## src/rtl/serial_arith_pkg.sv

```systemverilog
// Shared types and constants for the nibble-serial arithmetic blocks.
package serial_arith_pkg;

    localparam int unsigned NIBBLE_W = 4;

    typedef enum logic [1:0] {
        IDLE = 2'd0,
        RUN  = 2'd1,
        DONE = 2'd2
    } state_t;

    function automatic int unsigned nib_count(input int unsigned width);
        return width / NIBBLE_W;
    endfunction

endpackage

```

## src/rtl/nibble_add4.sv

```systemverilog
// 4-bit full-adder slice (74AC283 equivalent): o_s/o_co = i_a + i_b + i_ci.
module nibble_add4 (
    input  logic [3:0] i_a,
    input  logic [3:0] i_b,
    input  logic       i_ci,
    output logic [3:0] o_s,
    output logic       o_co
);

    assign {o_co, o_s} = 5'(i_a) + 5'(i_b) + 5'(i_ci);

endmodule

```

## src/rtl/serial_sub4.sv

```systemverilog
// Nibble-serial subtractor y = a - b using one reused 4-bit adder slice.
// Define SERIAL_SUB4_ADD_EN to add an op port selecting add (op=1) or subtract.
module serial_sub4
    import serial_arith_pkg::*;
#(
    parameter int unsigned WIDTH = 16
) (
    input  logic             clk,
    input  logic             rst_n,
    input  logic             start,
    input  logic [WIDTH-1:0] a,
    input  logic [WIDTH-1:0] b,
`ifdef SERIAL_SUB4_ADD_EN
    input  logic             op,
`endif
    output logic             busy,
    output logic             done,
    output logic [WIDTH-1:0] y,
    output logic             borrow
);

    localparam int unsigned NIB   = nib_count(WIDTH);
    localparam int unsigned CNT_W = $clog2(NIB);

    if ((WIDTH % NIBBLE_W) != 0 || WIDTH < 8) begin : g_width_check
        $error("serial_sub4: WIDTH must be a multiple of 4 and >= 8");
    end

    state_t           r_state;
    logic [WIDTH-1:0] r_sa;
    logic [WIDTH-1:0] r_sb;
    logic [WIDTH-1:0] r_y;
    logic [CNT_W-1:0] r_cnt;
    logic             r_carry;
    logic             r_borrow;
    logic             r_busy;
    logic             r_done;

    logic [WIDTH-1:0] w_sb_init;
    logic             w_ci_init;
    logic             w_last_out;
    logic [3:0]       w_sum;
    logic             w_co;

`ifdef SERIAL_SUB4_ADD_EN
    logic r_add;

    assign w_sb_init  = op ? b : ~b;
    assign w_ci_init  = ~op;
    assign w_last_out = r_add ? w_co : ~w_co;
`else
    assign w_sb_init  = ~b;
    assign w_ci_init  = 1'b1;
    assign w_last_out = ~w_co;
`endif

    nibble_add4 u_slice (
        .i_a  (r_sa[3:0]),
        .i_b  (r_sb[3:0]),
        .i_ci (r_carry),
        .o_s  (w_sum),
        .o_co (w_co)
    );

    // Control FSM plus operand/result shift datapath; accept is legal in IDLE and DONE.
    always_ff @(posedge clk or negedge rst_n) begin
        if (!rst_n) begin
            r_state  <= IDLE;
            r_sa     <= '0;
            r_sb     <= '0;
            r_y      <= '0;
            r_cnt    <= '0;
            r_carry  <= 1'b0;
            r_borrow <= 1'b0;
            r_busy   <= 1'b0;
            r_done   <= 1'b0;
`ifdef SERIAL_SUB4_ADD_EN
            r_add    <= 1'b0;
`endif
        end else begin
            case (r_state)
                IDLE, DONE: begin
                    r_done <= 1'b0;
                    if (start) begin
                        r_sa    <= a;
                        r_sb    <= w_sb_init;
                        r_carry <= w_ci_init;
                        r_cnt   <= '0;
                        r_state <= RUN;
                        r_busy  <= 1'b1;
`ifdef SERIAL_SUB4_ADD_EN
                        r_add   <= op;
`endif
                    end else begin
                        r_state <= IDLE;
                        r_busy  <= 1'b0;
                    end
                end
                RUN: begin
                    r_y     <= {w_sum, r_y[WIDTH-1:NIBBLE_W]};
                    r_sa    <= r_sa >> NIBBLE_W;
                    r_sb    <= r_sb >> NIBBLE_W;
                    r_carry <= w_co;
                    if (r_cnt == CNT_W'(NIB - 1)) begin
                        r_state  <= DONE;
                        r_busy   <= 1'b0;
                        r_done   <= 1'b1;
                        r_borrow <= w_last_out;
                    end else begin
                        r_cnt <= r_cnt + CNT_W'(1);
                    end
                end
                default: begin
                    r_state <= IDLE;
                    r_busy  <= 1'b0;
                    r_done  <= 1'b0;
                end
            endcase
        end
    end

    assign busy   = r_busy;
    assign done   = r_done;
    assign y      = r_y;
    assign borrow = r_borrow;

endmodule
```

## config.mk

```make
export PLATFORM = sky130hd
export DESIGN_NAME = serial_sub4
export DESIGN_NICKNAME = d
export VERILOG_FILES = /design/src/rtl/serial_arith_pkg.sv /design/src/rtl/nibble_add4.sv /design/src/rtl/serial_sub4.sv
export SDC_FILE = /design/constraint.sdc
export NUM_CORES = 1
export LEC_CHECK = 0
export BUFFER_PORTS_ARGS = -buffer_cell sky130_fd_sc_hd__buf_2
export CAP_MARGIN = 20
export CORE_ASPECT_RATIO = 1.1
export CORE_MARGIN = 5
export CORE_UTILIZATION = 55
export DETAILED_ROUTE_END_ITERATION = 12
export PLACE_DENSITY = 0.81
export SLEW_MARGIN = 30
export SYNTH_ARGS = -nofsm -noshare
export SYNTH_HDL_FRONTEND = slang
export SYNTH_SLANG_ARGS = --single-unit
```

## constraint.sdc

```tcl
create_clock -name clk -period 4.1 [get_ports clk]
set_clock_uncertainty 0.2 [all_clocks]
set_input_delay 1.025 -clock clk [delete_from_list [all_inputs] [get_ports clk]]
set_output_delay 1.025 -clock clk [all_outputs]
set_load 0.01 [all_outputs]
```

# Yosys cells after proc, flatten, opt, wreduce, memory -nomap -nowiden

Index checks and enable logic that the tools add are counted.

Bits in read-only memories: 0
Memories kept: 0
Bits in writable memories: 0
Output and inout bits: 19
Register bits after elaboration: 56
Bits in latches: 0
Input bits: 35

Reductions and logical operators: 6
$mul: 0
Add/sub/neg operators: 3
Bitwise operators: 2
Equality and inequality tests: 6
Multiplexer cells: 17
Shift operators: 0
Divide/modulo/power cells: 0
Magnitude comparators: 0

Operator list:

| operator              | number |
|---|---|
| $pmux W16 S2          | 2 |
| $mux W16              | 2 |
| $not A16 Y16          | 1 |
| $pmux W2 S2           | 2 |
| $mux W1               | 6 |
| $mux W2               | 3 |
| $ne A2 B2 Y1 const B  | 3 |
| $add A4 B4 Y5         | 1 |
| $add A5 B1 Y5         | 1 |
| $eq A2 B2 Y1 const B  | 2 |
| $pmux W1 S2           | 2 |
| $reduce_and A2 Y1     | 2 |
| $reduce_and A3 Y1     | 1 |
| $add A2 B1 Y2 const B | 1 |
| $eq A2 B1 Y1 const B  | 1 |
| $logic_not A2 Y1      | 1 |
| $reduce_bool A2 Y1    | 1 |
| $reduce_or A2 Y1      | 1 |
| $not A1 Y1            | 1 |

# Longest topological paths before layout

Gate-level depths: netlist of the first run.

Depth in word-level cells: 4
Depth in mapped cells: 6

# By module

A second synthesis of the first run with hierarchy kept.

Cell total of the unflattened synthesis: 288
Area, all modules: 2781.4 sq um

By module, submodules not included:

| module      | instances | sequential area each (sq um) | area an instance (sq um) | cells an instance |
|---|---|---|---|---|
| serial_sub4 | 1         | 1401.3                       | 2637.5                   | 272 |
| nibble_add4 | 1         | 0.0                          | 143.9                    | 16 |

# Worst setup path before layout of the first run

Ideal clock, no wire load.

Path type: register to register
Start: reg r_sa[0]
End: reg r_borrow (netlist: borrow)
Data arrival time: 1.701 ns
Path buffers: 0
Required time: 3.836 ns
Cell stages (with the launch flop): 6
Clock period less this slack: 1.965 ns
Library setup time: 0.064 ns
Setup slack: 2.135 ns
Path through: dfrtp_1 > fa_1 > fa_1 > a21o_1 > a21oi_1 > mux2_4

Cells in the longest elaborated chain, start to end: 3

RTL lines:

| what                   | RTL line           | text |
|---|---|---|
| start, declared        | serial_sub4.sv:30  | `logic [WIDTH-1:0] r_sa;` |
| start signal, assigned | serial_sub4.sv:101 | `r_sa <= r_sa >> NIBBLE_W;` |
| $add A4 B4 Y5          | nibble_add4.sv:10  | `assign {o_co, o_s} = 5'(i_a) + 5'(i_b) + 5'(i_ci);` |
| $add A5 B1 Y5          | nibble_add4.sv:10  |  |
| $not A1 Y1             | serial_sub4.sv:54  | `assign w_last_out = ~w_co;` |
| end signal, assigned   | serial_sub4.sv:108 | `r_borrow <= w_last_out;` |
| end, declared          | serial_sub4.sv:35  | `logic r_borrow;` |

Every way passes these cells.
A chain may end at the register's enable or synchronous reset.

# Final worst setup path of the first run

Start: reg r_state[0]
End: reg r_borrow (netlist: borrow)

Cells in the longest elaborated chain, start to end: 2

RTL lines:

| what                               | RTL line          | text |
|---|---|---|
| start, declared                    | serial_sub4.sv:29 | `state_t r_state;` |
| start signal, assigned             | serial_sub4.sv:68 | `r_state <= IDLE;` |
| start signal, assigned             | serial_sub4.sv:89 | `r_state <= RUN;` |
| start signal, assigned             | serial_sub4.sv:95 | `r_state <= IDLE;` |
| $eq A2 B1 Y1                       | serial_sub4.sv:81 | `case (r_state)` |
| $reduce_and A2 Y1 (no source line) | n/a               |  |

Every way passes these cells.

==> results of run 1 <==
layout by cell type (no fill, tap or decap), drive strengths merged:
cell      instances
clkinvlp          1
inv               3
nand4             1
mux2              1
clkinv            1
a22o              4
or3b              1
o2bb2ai           4
and2              1
nand3             3
a21o              1
a21oi            15
o21ai            16
nor3b            12
nor4bb            2
xnor2             1
a221oi            1
nor2b             2
nor3              1
ha                4
a31oi            12
or4b              1
nor2             13
dfrtp            55
buf              57
nand2            80
clkbuf            6
fa                2
nand2b            2
state kept, by name, indices dropped and copies added, names as in the netlist:
signal and count:
r_state 1, borrow 1, done 1, r_sb 16
r_cnt 2, r_sa 16, r_carry 1, busy 1
y 16
kinds of logic after synthesis:
family	share of synthesized area [%]
adders and majority gates	3.66
muxes	0.610
DFF	55.9
xor gates and xnor gates	0.356
AOI/OAI and AO/OA	12.9
buffers and inverters	4.47
and+or+nand+nor	22.2
cell type report:
class / count / area (µm²) / share of cell area, %
Clock buffer: 6 / 72.6 / 2.58
Clock inverter: 2 / 12.5 / 0.444
Inverter: 3 / 11.3 / 0.400
Tap cell: 54 / 67.6 / 2.40
Timing Repair Buffer: 57 / 295 / 10.5
Sequential cell: 55 / 1380 / 48.9
Multi-Input combinational cell: 180 / 981 / 34.8
per-stage QoR:
| stage | hold slack (ns) | area, µm² |
|---|---|---|
| 3_5_place_dp | 0.262 | 2730 |
| 3_3_place_gp | 0.254 | 2730 |
| 5_1_grt | 0.308 | 2820 |
| 6_report | 0.282 | 2820 |
| 2_1_floorplan | 0.254 | 2460 |
| 4_1_cts | 0.286 | 2820 |
cells in the mapped netlist, drive strengths merged:
master,n,area share [%]
ha,4,2.0
nor2,13,2.3
nand2b,2,0.51
nor4bb,2,0.81
a22o,4,1.4
nand2,80,12
fa,2,1.6
clkbuf,5,0.81
inv,3,0.46
or3b,1,0.36
dfrtp,55,56
nand3,3,0.61
buf,13,3.2
or4b,1,0.41
nor3,1,0.20
xnor2,1,0.36
a21o,1,0.30
o21ai,16,3.3
a21oi,15,3.0
and2,1,0.36
nor2b,2,0.51
a221oi,1,0.36
a31oi,12,3.0
nand4,1,0.25
mux2,1,0.61
o2bb2ai,4,1.4
nor3b,12,3.7
power groups by stage:
stage | Sequential (mW) | Combinational [mW] | Clock (mW)
detailed placement | 0.973 | 0.971 | 0
floorplan | 0.955 | 0.732 | 0
global route | 0.999 | 1.10 | 0.327
finish | 0.964 | 0.961 | 0.298
global placement | 0.966 | 0.923 | 0
CTS | 0.963 | 0.973 | 0.301
metal layers:
| metal | share of wire [%] | up-vias | GRT usage [%] |
|---|---|---|---|
| met5 | 0 | - | 0 |
| met3 | 5.4 | 9 | 5.51 |
| li1 | - | 953 | - |
| met4 | 1.4 | 0 | 5.43 |
| met1 | 44 | 963 | 25.4 |
| met2 | 49 | 52 | 30.2 |
final timing paths:
path                             to  slack [ns]  depth (start not counted)
min                            y[0]        0.28                          2
min reg2reg                    y[0]        0.28                          2
max reg2reg                  borrow        1.70                          3
max in group asynchronous  r_sb[14]        2.35                          2
min in group asynchronous      y[5]        0.56                          1
max                          borrow        1.70                          3
tightest hold or removal path, delay by kind of cell (launching register included):
| kind | cells | cell delay, ns |
|---|---|---|
| flip-flops | 1 | 0.36 |
| AND/OR/NAND/NOR | 2 | 0.10 |
==> impl_metrics.toml, run 1 <==
[routing]
wirelength_mm = 5.18
vias = 1977
post_drt_wl_per_cell_um = 14.5
drtIter0Drc = 173
drc = 0
viasPerCell = 5.54
drt_first_pass_iters = 4
ant_nets = 0

[cts]
postCtsHoldBufs = 0
clock-sinks = 55
ctsResizeCount = 0
clock_latency_ns = 0.31
post_cts_buffers = 0
clk_path_buf_depth = 2
root_buffer = "clkbuf_8"
clk_pin_slew_ns = 0.10
tritoncts = "yes"
cts_buffers = 5
htree_num_levels = 2

[floorplan]
fp.dieW_um = 73.8
rows = 25
start_util_pct = 57.0
fp.coreArea_um2 = 4320
design.portCount = 54
die-area_um2 = 5920
die_h_um = 80.2

[power_and_ir_drop]
combinationalPowerShare_pct = 43.2
p_int_mw = 1.30
switching_share_pct = 41.6
p_clk_share_pct = 13.4
seqPwrFrac_pct = 43.4
ir_worst_vdd_uv = 428
power_density_nw_per_um2 = 789
power_mw = 2.22
cellLeakagePower_nw = 1.39
p_switching_mw = 0.924

[job]
max-cap-violations = 0

[critical_path]
worstPathArrival_ns = 2.40
crit_start = "r_state[0]"
critPathBufInv = 0
slowest_delay_ns = 0.82
worstSetupPathType = "register to register"
cp-start-kind = "register"
crit_required_ns = 4.10
crit_family = "simple AND/OR/NAND/NOR gates"
cp-end-kind = "register"
timing.rr.start = "r_state[0]"
path_cells = "nor2b_2 -> and2_4 -> mux2_4"
crit_fanout = 20
critical-path-slowest-cell = "nor2b_2"

[layout]
antenna_cells = 0
fin_nets = 343
final_core_util_pct = 65.2
area_delta_synth_final_pct = 14.4
final_cells = 357
fillers = 359
drive_above_1_share_pct = 22.8

[global_route]
grt_pass1_vias = 1889
grt_overflow_total = 0
track_usage_pct = 19.1
grt_pass1_wl_mm = 8.80
antenna_found_initial = 0
grt_max_degree = 35

[sta]
max_freq_mhz = 416
rsz0062_at_grt = "false"
setup_violations = 0
maxSlewHeadroom_pct = 42.7
period_needed_ns = 2.40
slew_violations = 0
setup_ws_ns = 1.70
fin_crit_sh_pct = 58.6
setup-tns-final_ns = 0
hold_viol = 0
worstMarginPinSlew_ns = 0.856

[run_status]
status = "finished clean"

[placed_design]
place_inst = 349
port_buffers = 53
gp_congestion = 0.753
dp_hpwl_mm = 3.60
dp_slack_ns = 1.72

[min_path]
min_from = "y[0]"
hold_class = "register to register"

[synth]
synth_cell_type_count = 31
synth_area_um2 = 2460
yosysWarnings = 0
ys_seq_elements = 55
synth_cells = 256
syn_avg_cell_area_um2 = 9.62
syn_nets = 297
synth_seq_area_share_pct = 55.9
No activity file was read; power rests on OpenSTA's default activity.
==> run 2, diff against run 1 <==
--- a/config.mk
+++ b/config.mk
@@ -9,9 +9,9 @@
 export CAP_MARGIN = 20
 export CORE_ASPECT_RATIO = 1.1
 export CORE_MARGIN = 5
-export CORE_UTILIZATION = 55
+export CORE_UTILIZATION = 53
 export DETAILED_ROUTE_END_ITERATION = 12
-export PLACE_DENSITY = 0.81
+export PLACE_DENSITY = 0.78
 export SLEW_MARGIN = 30
 export SYNTH_ARGS = -nofsm -noshare
 export SYNTH_HDL_FRONTEND = slang
==> constraint.sdc (replaced) <==
create_clock -name clk -period 2.4 [get_ports clk]
set_clock_uncertainty 0.2 [all_clocks]
set_input_delay 0.6 -clock clk [delete_from_list [all_inputs] [get_ports clk]]
set_output_delay 0.6 -clock clk [all_outputs]
set_load 0.01 [all_outputs]
==> run 2 against run 1 <==
  * Final area grew 2.5%
  * Sequential power grew 67%
  * Final cell count grew 1.7%
  * Combinational power grew 81%
  * Routed wire length shrank 2.9%
==> impl_metrics.toml, run 2 (same netlist as run 1, synthesis figures left out) <==
[run_status]
status = "finished clean"

[routing]
viasPerCell = 5.37
drc = 0
vias = 1950
drtIter0Drc = 100
ant_nets = 0
post_drt_wl_per_cell_um = 13.8
drt_first_pass_iters = 4
wirelength_mm = 5.02

[critical_path]
worstSetupPathType = "register to register"
worstPathArrival_ns = 2.16
cp-end-kind = "register"
crit_required_ns = 2.46
rrSetupSlack_ns = 0.30
crit_fanout = 2
cp-start-kind = "register"

[min_path]
hold_class = "input port to async pin"

[cts]
clock_latency_ns = 0.31
ctsResizeCount = 0
post_cts_buffers = 0
cts_buffers = 5
clock-sinks = 55
htree_num_levels = 2
tritoncts = "yes"
postCtsHoldBufs = 0
clk_pin_slew_ns = 0.09
clk_path_buf_depth = 2
root_buffer = "clkbuf_8"

[layout]
final_cell_mix = "nand2_1, dfrtp_1, buf_2"
area_delta_synth_final_pct = 17.2
final_common_cell = "nand2_1"
drive_above_1_share_pct = 23.5
fin_area_um2 = 2890
antenna_cells = 0
final_core_util_pct = 62.9
final_cells = 363
fin_nets = 347

[sta]
rsz0062_at_grt = "false"
fin_crit_sh_pct = 87.5
setup_violations = 0
setup_ws_ns = 0.300
worstMarginPinSlew_ns = 0.321
setup-tns-final_ns = 0
period_needed_ns = 2.10
hold_viol = 0
maxSlewHeadroom_pct = 78.6
slew_violations = 0
max_freq_mhz = 476

[power_and_ir_drop]
cellLeakagePower_nw = 1.43
power_density_nw_per_um2 = 1350
ir_worst_vdd_uv = 869

[placed_design]
port_buffers = 53
gp_congestion = 0.728
place_inst = 355
dp_hpwl_mm = 3.45
dpl_cell_area_um2 = 2790
dp_slack_ns = 0.337

[global_route]
antenna_found_initial = 0
grt_overflow_total = 0
grt_pass1_wl_mm = 8.79
grt_use_met3_pct = 4.16
grt.busiest_layer = "met2"
grt_pass1_vias = 1880
grt_max_degree = 56
track_usage_pct = 18.9
gr-usage-met2_pct = 29.5
met1_usage_pct = 25.2

[floorplan]
fp.coreArea_um2 = 4590
die-area_um2 = 6110
design.portCount = 54
start_util_pct = 53.7
fp.dieW_um = 75.0
rows = 26
die_h_um = 81.5

[job]
max-cap-violations = 0
## run 2: cell count changes in the layout (fill, tap and decap cells not counted)
cell / previous run / this run
buf_12: 0 / 2
buf_4: 4 / 6
clkbuf_8: 5 / 7
clkinv_2: 1 / 0
clkinvlp_4: 1 / 0
nand2b_1: 1 / 2
nand2b_2: 1 / 0
## run 2: through the flow
stage / hold WS, ns / power, mW
2_1_floorplan: 0.104 / 2.88
3_3_place_gp: 0.253 / 3.31
3_5_place_dp: 0.258 / 3.38
4_1_cts: 0.0731 / 3.95
5_1_grt: 0.0796 / 4.29
6_report: 0.0585 / 3.90
## run 2: layout make-up
cell class                      instances  area [µm²]
Clock buffer                            8         100
Tap cell                               56        70.1
Fill cell                             391        1700
Timing Repair Buffer                   61         350
Multi-Input combinational cell        180         978
Inverter                                3        11.3
Sequential cell                        55        1380
## run 2: worst paths after layout
path,from,to,depth (start not counted)
hold / removal,rst_n,r_sa[5],2
setup / recovery,r_sa[0],borrow,5
setup reg to reg,r_sa[0],borrow,5
hold reg to reg,y[1],y[1],2
min in group clk,b[13],r_sb[13],2
max in group asynchronous,rst_n,r_sb[11],2
## run 2: power breakdown
group          internal (mW)  switching [mW]
combinational          0.735            1.00
sequential              1.34           0.262
clock                  0.264           0.288
## run 2: metal layers
| layer | wire, µm | up-vias | part of all wire [%] |
|---|---|---|---|
| met5 | 0 | - | 0 |
| met4 | 86 | 0 | 1.7 |
| met3 | 299 | 6 | 6.0 |
| met2 | 2440 | 57 | 49 |
| met1 | 2190 | 925 | 44 |
| li1 | - | 962 | - |
## run 2: worst max-delay path, cell delays in order, from the launching register on
cell	delay, ns
dfrtp_1	0.41
fa_1	0.46
fa_1	0.42
a21o_1	0.17
a21oi_1	0.21
mux2_4	0.18
==> run 3, diff against run 2 <==
--- a/config.mk
+++ b/config.mk
@@ -9,9 +9,8 @@
 export CAP_MARGIN = 20
 export CORE_ASPECT_RATIO = 1.1
 export CORE_MARGIN = 5
-export CORE_UTILIZATION = 53
+export CORE_UTILIZATION = 40
 export DETAILED_ROUTE_END_ITERATION = 12
-export PLACE_DENSITY = 0.78
 export SLEW_MARGIN = 30
 export SYNTH_ARGS = -nofsm -noshare
 export SYNTH_HDL_FRONTEND = slang
==> run 3 against run 2 <==
  * Count of clock-buffer cells in the layout down 2
  * Non-clock buffer count unchanged
  * First-iteration DRC count fell by 2.0%
  * Routed wire length grew 3.8%
  * Sequential power hardly changed
  * Setup slack improved by 0.029 ns
  * Highest routed layer unchanged
==> impl_metrics.toml, run 3 (same netlist as run 1, synthesis figures left out) <==
[min_path]
hold_class = "input port to async pin"

[cts]
post_cts_buffers = 0
cts_buffers = 5
postCtsHoldBufs = 0
tritoncts = "yes"
clock_latency_ns = 0.30
ctsResizeCount = 0
root_buffer = "clkbuf_8"
htree_num_levels = 2
clk_path_buf_depth = 2
clk_pin_slew_ns = 0.09
clock-sinks = 55

[sta]
rsz0062_at_grt = "false"
maxSlewHeadroom_pct = 73.2
period_needed_ns = 2.07
setup_ws_ns = 0.329
hold_viol = 0
setup_violations = 0
setup-tns-final_ns = 0
max_freq_mhz = 483
fin_crit_sh_pct = 86.3
worstMarginPinSlew_ns = 0.403
slew_violations = 0

[critical_path]
cp_common_cell = "fa_1"
r2r_cells = 5
crit_fanout = 2
cp-start-kind = "register"
critical-path-slowest-cell = "fa_1"
path_depth = 5
critPathBufInv = 0
crit_required_ns = 2.44
worstPathArrival_ns = 2.12
worstSetupPathType = "register to register"
cp-end-kind = "register"
slowest_delay_ns = 0.46
path_cells = "fa_1 -> fa_1 -> a21o_1 -> a21oi_1 -> mux2_4"
crit_family = "adder cells"

[placed_design]
dpl_cell_area_um2 = 2820
dp_hpwl_mm = 3.60
port_buffers = 53
gp_congestion = 0.755
dp_slack_ns = 0.341

[global_route]
grt_max_degree = 56
grt_overflow_total = 0
grt_pass1_wl_mm = 8.98
antenna_found_initial = 0
grt_pass1_vias = 1955
track_usage_pct = 14.0

[floorplan]
design.portCount = 54
fp.coreArea_um2 = 6080
rows = 30
die-area_um2 = 7830
die_h_um = 92.3
start_util_pct = 40.5
fp.dieW_um = 84.8

[power_and_ir_drop]
cellLeakagePower_nw = 1.44
power_mw = 3.94
ir_worst_vdd_uv = 496
power_density_nw_per_um2 = 1350

[layout]
area_delta_synth_final_pct = 18.7
fin_area_um2 = 2920
final_common_cell = "nand2_1"
drive_above_1_share_pct = 23.2
final_cell_mix = "nand2_1, dfrtp_1, buf_2"
final_core_util_pct = 48.1
antenna_cells = 0
fin_nets = 347

[routing]
ant_nets = 0
viasPerCell = 5.04
drc = 0
post_drt_wl_per_cell_um = 13.5
drtIter0Drc = 98
vias = 1947
drt_first_pass_iters = 4
wirelength_mm = 5.22

[job]
max-cap-violations = 0

[run_status]
status = "finished clean"
==> run 3: through the flow <==
stage	std cells	hold WS, ns
2_1_floorplan	256	0.104
3_3_place_gp	379	0.253
3_5_place_dp	379	0.261
4_1_cts	386	0.0952
5_1_grt	386	0.100
6_report	386	0.0893
==> run 3: area by class of cell <==
class	count	area (µm²)
clock buffer	6	72.6
fill	628	3160
sequential	55	1380
timing repair buffer	61	350
tap	80	100
clock inverter	1	30.0
multi-input combinational	180	983
inverter	3	11.3
==> run 3: final timing paths <==
check / from / end / slack (ns)
min in group clk: b[13] / r_sb[13] / 0.25
max: r_sa[0] / borrow / 0.33
max reg2reg: r_sa[0] / borrow / 0.33
min: rst_n / r_sa[12] / 0.09
min reg2reg: y[3] / y[3] / 0.28
max in group asynchronous: rst_n / r_sb[8] / 1.67
==> run 3: per-layer routing <==
metal	share of wire (%)	GRT usage, %	vias to the layer above	routed length, µm
met4	0.92	3.96	0	48
met2	46	22.4	38	2420
met1	48	19.1	948	2480
met3	5.1	3.11	4	264
met5	0	0	-	0
li1	-	-	957	-
==> run 3: report_power, final <==
group	total (mW)	leakage, nW	internal (mW)	switching, mW
sequential	1.62	0.688	1.34	0.279
combinational	1.73	0.698	0.732	1.00
clock	0.587	0.0513	0.306	0.280
